===== src/rtl/matrix_addsub_lanes_if.sv =====
// Operand/result bus and control handshake for the element-wise matrix engine.
// The requester drives the operands and controls; the engine returns status and the result.
interface matrix_addsub_lanes_if #(
    parameter int ROWS       = 4,
    parameter int COLS       = 4,
    parameter int DATA_WIDTH = 32
);
    logic       start;
    logic [1:0] mode;
    logic       abort;
    logic       busy;
    logic       done;
    logic       sat;
    logic [ROWS-1:0][COLS-1:0][DATA_WIDTH-1:0] matrix_a;
    logic [ROWS-1:0][COLS-1:0][DATA_WIDTH-1:0] matrix_b;
    logic [ROWS-1:0][COLS-1:0][DATA_WIDTH-1:0] matrix_c;

    modport master (
        output start, mode, abort, matrix_a, matrix_b,
        input  busy, done, sat, matrix_c
    );

    modport slave (
        input  start, mode, abort, matrix_a, matrix_b,
        output busy, done, sat, matrix_c
    );
endinterface


===== src/rtl/matrix_addsub_lanes.sv =====
// Element-wise saturating matrix add / subtract / accumulate engine.
// Writes LANES row-major elements of matrix_c per cycle.
module matrix_addsub_lanes #(
    parameter int ROWS       = 4,
    parameter int COLS       = 4,
    parameter int LANES      = 1,
    parameter int DATA_WIDTH = 32
) (
    input  logic                  clk,
    input  logic                  rst,
    matrix_addsub_lanes_if.slave  bus
);
    localparam int N     = ROWS * COLS;
    localparam int BEATS = N / LANES;
    localparam int BW    = (BEATS > 1) ? $clog2(BEATS) : 1;
    localparam int DW    = DATA_WIDTH;

    localparam logic [DW-1:0] MAXV = {1'b0, {(DW-1){1'b1}}};
    localparam logic [DW-1:0] MINV = {1'b1, {(DW-1){1'b0}}};

    generate
        if (LANES < 1 || (N % LANES) != 0) begin : g_lanes_chk
            $error("ROWS*COLS must be a multiple of LANES");
        end
    endgenerate

    typedef enum logic [1:0] {
        S_IDLE,
        S_COMPUTE,
        S_DONE
    } state_t;

    state_t            state_q, state_d;
    logic [BW-1:0]     beat_q, beat_d;
    logic [1:0]        mode_q, mode_d;
    logic              sat_q, sat_d;
    logic [N*DW-1:0]   c_q, c_d;
    logic [N*DW-1:0]   a_flat, b_flat;

    logic [LANES-1:0][DW-1:0] lane_res;
    logic [LANES-1:0]         lane_ovf;

    logic [DW-1:0]     a_e, b_e, c_e;
    logic signed [DW:0] sum;
    int                ri;
    int                wi;

    assign a_flat = bus.matrix_a;
    assign b_flat = bus.matrix_b;

    // One adder per lane; widened by a bit so the clamp sees the true result.
    always_comb begin
        lane_res = '0;
        lane_ovf = '0;
        a_e      = '0;
        b_e      = '0;
        c_e      = '0;
        sum      = '0;
        ri       = 0;
        for (int l = 0; l < LANES; l++) begin
            ri  = int'(beat_q) * LANES + l;
            a_e = a_flat[ri*DW +: DW];
            b_e = b_flat[ri*DW +: DW];
            c_e = c_q[ri*DW +: DW];
            unique case (1'b1)
                (mode_q == 2'd2): sum = $signed({c_e[DW-1], c_e})
                                      + $signed({a_e[DW-1], a_e});
                (mode_q == 2'd1): sum = $signed({a_e[DW-1], a_e})
                                      - $signed({b_e[DW-1], b_e});
                default:          sum = $signed({a_e[DW-1], a_e})
                                      + $signed({b_e[DW-1], b_e});
            endcase
            lane_ovf[l] = sum[DW] ^ sum[DW-1];
            if (lane_ovf[l]) begin
                lane_res[l] = sum[DW] ? MINV : MAXV;
            end else begin
                lane_res[l] = sum[DW-1:0];
            end
        end
    end

    always_comb begin
        state_d = state_q;
        beat_d  = beat_q;
        mode_d  = mode_q;
        sat_d   = sat_q;
        c_d     = c_q;
        wi      = 0;
        unique case (state_q)
            S_IDLE: begin
                if (bus.start) begin
                    state_d = S_COMPUTE;
                    mode_d  = bus.mode;
                    sat_d   = 1'b0;
                    beat_d  = '0;
                end
            end
            S_COMPUTE: begin
                if (bus.abort) begin
                    state_d = S_IDLE;
                    beat_d  = '0;
                end else begin
                    for (int l = 0; l < LANES; l++) begin
                        wi = int'(beat_q) * LANES + l;
                        c_d[wi*DW +: DW] = lane_res[l];
                    end
                    sat_d = sat_q | (|lane_ovf);
                    if (beat_q == BW'(BEATS - 1)) begin
                        state_d = S_DONE;
                        beat_d  = '0;
                    end else begin
                        beat_d = beat_q + BW'(1);
                    end
                end
            end
            S_DONE: begin
                state_d = S_IDLE;
            end
            default: begin
                state_d = S_IDLE;
            end
        endcase
    end

    always_ff @(posedge clk) begin
        if (rst) begin
            state_q <= S_IDLE;
            beat_q  <= '0;
            mode_q  <= '0;
            sat_q   <= 1'b0;
            c_q     <= '0;
        end else begin
            state_q <= state_d;
            beat_q  <= beat_d;
            mode_q  <= mode_d;
            sat_q   <= sat_d;
            c_q     <= c_d;
        end
    end

    assign bus.busy     = (state_q == S_COMPUTE);
    assign bus.done     = (state_q == S_DONE);
    assign bus.sat      = sat_q;
    assign bus.matrix_c = c_q;
endmodule


===== src/flat_wrapper.sv =====
// flat-port wrapper written by rule: the top's interface ports become plain ports
module matrix_addsub_lanes_flat 
#(
    parameter int ROWS       = 4,
    parameter int COLS       = 4,
    parameter int LANES      = 1,
    parameter int DATA_WIDTH = 32
)
  (clk, rst, bus_start, bus_mode, bus_abort, bus_matrix_a, bus_matrix_b, bus_busy, bus_done, bus_sat, bus_matrix_c);
  matrix_addsub_lanes_if #(.ROWS(ROWS), .COLS(COLS), .DATA_WIDTH(DATA_WIDTH)) bus_i ();
  input  logic clk;
  input  logic rst;
  input wire logic [$bits(bus_i.start)-1:0] bus_start;
  input wire logic [$bits(bus_i.mode)-1:0] bus_mode;
  input wire logic [$bits(bus_i.abort)-1:0] bus_abort;
  input wire logic [$bits(bus_i.matrix_a)-1:0] bus_matrix_a;
  input wire logic [$bits(bus_i.matrix_b)-1:0] bus_matrix_b;
  output wire logic [$bits(bus_i.busy)-1:0] bus_busy;
  output wire logic [$bits(bus_i.done)-1:0] bus_done;
  output wire logic [$bits(bus_i.sat)-1:0] bus_sat;
  output wire logic [$bits(bus_i.matrix_c)-1:0] bus_matrix_c;
  assign bus_i.start = bus_start;
  assign bus_i.mode = bus_mode;
  assign bus_i.abort = bus_abort;
  assign bus_i.matrix_a = bus_matrix_a;
  assign bus_i.matrix_b = bus_matrix_b;
  assign bus_busy = bus_i.busy;
  assign bus_done = bus_i.done;
  assign bus_sat = bus_i.sat;
  assign bus_matrix_c = bus_i.matrix_c;
  matrix_addsub_lanes #(.ROWS(ROWS), .COLS(COLS), .LANES(LANES), .DATA_WIDTH(DATA_WIDTH)) u_core (.clk(clk), .rst(rst), .bus(bus_i));
endmodule

===== config.mk =====
export PLATFORM = sky130hd
export DESIGN_NAME = matrix_addsub_lanes_flat
export DESIGN_NICKNAME = d
export VERILOG_FILES = /design/src/rtl/matrix_addsub_lanes_if.sv /design/src/rtl/matrix_addsub_lanes.sv /design/src/flat_wrapper.sv
export SDC_FILE = /design/constraint.sdc
export NUM_CORES = 2
export LEC_CHECK = 0
export ABC_AREA = 1
export BUFFER_PORTS_ARGS = -buffer_cell sky130_fd_sc_hd__buf_2
export CAP_MARGIN = 30
export CORE_AREA = 2 2 608 610
export DETAILED_ROUTE_END_ITERATION = 8
export DIE_AREA = 0 0 610 612
export GPL_TIMING_DRIVEN = 0
export HOLD_SLACK_MARGIN = 0.05
export PLACE_DENSITY = 0.3
export SLEW_MARGIN = 20
export SYNTH_ARGS = -nofsm -noshare
export SYNTH_HDL_FRONTEND = slang
export SYNTH_SLANG_ARGS = --single-unit

===== constraint.sdc =====
create_clock -name clk -period 7.9 [get_ports clk]
set_input_delay 1.185 -clock clk [delete_from_list [all_inputs] [get_ports clk]]
set_output_delay 1.185 -clock clk [all_outputs]
set_load 0.05 [all_outputs]

==> flow_summary.yaml <==
outcome:
  status: "complete, no violations"
worst_setup_path:
  r2r_cells: 33
  crit_type: "register to register"
  cp_num_cells: 33
  crit_required_ns: 8.52
  end_kind: "register"
  cp-start-kind: "register"
  slowest_stage: "buf_2"
  crit_family: "buffers and inverters"
  slowest_delay_ns: 0.95
  cp_num_buf_inv: 10
  timing.critical_path.mode_cell: "nand3_1"
  cp.arrival_ns: 8.44
  cp_max_fo: 10
finish:
  finish.net_count: 8855
  fin_area_mm2: 0.05551
  area_growth_pct: 50.02
  drive_gt1_share_pct: 27.90
synthesis:
  yosys_most_used_dff: "dfxtp_1"
  ys_types: 51
  synth-seq-cells: 521
  synth_edf_count: 0
  avgSynthCellArea_um2: 6.080
  synthMostInstantiatedCell: "nand2_1"
  async_reset_ff_share_pct: 0
  syn_area_mm2: 0.03701
  yosysWarnings: 0
  synthTopCellsByCount: "1221 x nand2_1, 979 x o21ai_0, 686 x nor2_1, 633 x nand3_1, 589 x a21oi_1"
  ys_top_cells_by_area: "dfxtp_1 28%, o21ai_0 13%, nand2_1 12%, nand3_1 8.6%, a21oi_1 8.0%"
  synth_top_area_share_pct: 28.19
  ys_seq_area_share_pct: 28.19
  synth.largest_area_cell: "dfxtp_1"
  syn_nets: 7159
  syn_inst: 6086
clocking:
  cts_tree: "done"
  clockRootBuffer: "clkbuf_16"
  clk_latency_ns: 0.74
  cts.clk_slew.worst_paths_ns: 0.06
  cts_buffers: 70
  clock-sinks: 521
  clockBufferDepth: 3
  cts_max_level: 3
power:
  power_density_mw_per_mm2: 191.0
  peakVddDrop_v: 0.0001812
  p_leak_nw: 24.57
placement:
  port_buffers: 1544
  post-dp-hpwl_um: 493100
  gp_congestion: 0.9704
  placed_cell_area_mm2: 0.05228
  dp_slack_ns: -2.928
die:
  num_rows: 223
  core-area_mm2: 0.3672
  dieHeight_um: 612
  initial_utilization_pct: 10.08
  dieWidth_um: 610
  design.portCount: 1545
  die-area_mm2: 0.3733
sta:
  whs_ns: 0.4920
  tightest_slew_ns: 1.105
  min_period_ns: 7.822
  clock.fmax_mhz: 127.8
  fin_worst_skew_ns: 0.05464
  finalHoldViolations: 0
  grt_setup_unrepaired: "no"
  slew_headroom_pct: 26.26
  worst_slack_ns: 0.07787
  period_share_pct: 99.01
  setup_viol: 0
  finalMaxSlewViolations: 0
flow_run:
  max_cap_viol_count: 0
grt:
  grt_pass1_vias: 55980
  grt_max_degree: 13
  track_usage_pct: 29.82
  grt-ovfl-total: 0
  grt_first_pass_wirelength_um: 702700
  antenna_found_initial: 360
worst_hold_path:
  holdPathStages: 2
  min_path_type: "register to register"
route:
  via_per_inst: 4.664
  firstDrtPassIters: 6
  drt.antenna.violating_nets: 0
  drt-total-wl_um: 582800
  drt_first_iter_violations: 7517
  wl_per_cell_um: 45.51
  drc: 0
  vias: 59730
[logic make-up after synthesis]
kind of cell / count (synthesis) / synth area share, %
simple gates: 2696 / 31.56
compound gates: 1883 / 27.66
buf+inv: 906 / 10.25
flops: 521 / 28.19
fa+ha+maj: 43 / 1.474
xor+xnor: 37 / 0.8757
[where the power goes]
group	internal [mW]	switching [mW]
registers	2.64	0.0248
logic	1.02	3.49
clock network	1.89	1.54
[layout make-up]
cell class / count / area [um^2]
multi-input cells: 4659 / 23030
fillers: 43300 / 311700
inverters: 381 / 1434
diodes: 131 / 327.8
well taps: 4837 / 6052
clock inverters: 31 / 380.4
clock buffers: 97 / 1983
repair buffers: 1630 / 9218
plain buffers: 519 / 2651
flip-flops and latches: 521 / 10440
[sequential cells by signal, indices dropped and copies added (netlist names)]
name / cells
u_core.bus.matrix_c: 512
u_core.state_q: 2
u_core.mode_q: 2
u_core.beat_q: 4
u_core.bus.sat: 1
[tightest hold or removal path, delay by kind of cell, from the launching register on]
kind	cells	cell delay (ns)
simple gates	1	0.06
flops	1	0.32
compound gates	1	0.06
[metrics by stage]
step	util (%)	total power [mW]	instances	TNS, ns
3_3_place_gp	13.83	6.995	12470	-1406.23
3_5_place_dp	14.24	7.021	12540	-1235.19
6_report	15.12	10.60	12810	0
2_1_floorplan	-	4.554	6086	0
4_1_cts	15.00	10.51	12680	-0.04058
5_1_grt	15.07	10.77	12740	0
[worst paths after layout]
check                               start                        to  slack [ns]
hold reg to reg   u_core.bus.matrix_c[25]   u_core.bus.matrix_c[25]        0.49
setup / recovery         u_core.beat_q[1]  u_core.bus.matrix_c[265]        0.08
hold / removal    u_core.bus.matrix_c[25]   u_core.bus.matrix_c[25]        0.49
setup reg to reg         u_core.beat_q[1]  u_core.bus.matrix_c[265]        0.08
[layer usage]
| layer | up-vias | share of wire [%] | wire (um) | track usage (%) |
|---|---|---|---|---|
| li1 | 24300 | - | - | - |
| met1 | 29790 | 38 | 221400 | 34.18 |
| met2 | 4370 | 46 | 270800 | 49.48 |
| met3 | 1159 | 9.0 | 52430 | 8.996 |
| met4 | 112 | 6.4 | 37520 | 16.22 |
| met5 | - | 0.12 | 716 | 0 |
[timing repair]
action | CTS | global route
buffers inserted | 15 | 1
pin swaps | 10 | 2
resized for setup | 114 | 47
cloned | 0 | 0
hold buffers | 0 | 0
setup endpoints to repair | 513 | 505
[placed cells by master (no fill, tap or decap), drive strengths merged, types with 4 or more instances in the layout]
master    Yosys  routed
clkinvlp      0       7
buf         217    1833
o211ai      106     106
o21a          4       4
xnor2        19      19
inv         377     379
a21boi        4       4
o21bai        6       6
clkinv        4      23
nor2        690     690
diode         0     131
nor4          6       6
xor2         18      18
o31ai         5       5
nand3       636     636
o22ai        53      53
or2          13      13
a21oi       589     589
nand2      1249    1249
clkbuf      308     413
ha           42      42
dfxtp       521     521
nand4        77      77
nor3         20      20
o21ai       997     997
o221ai      101     101
a31oi         6       6
(Power assumes the default switching activity.)
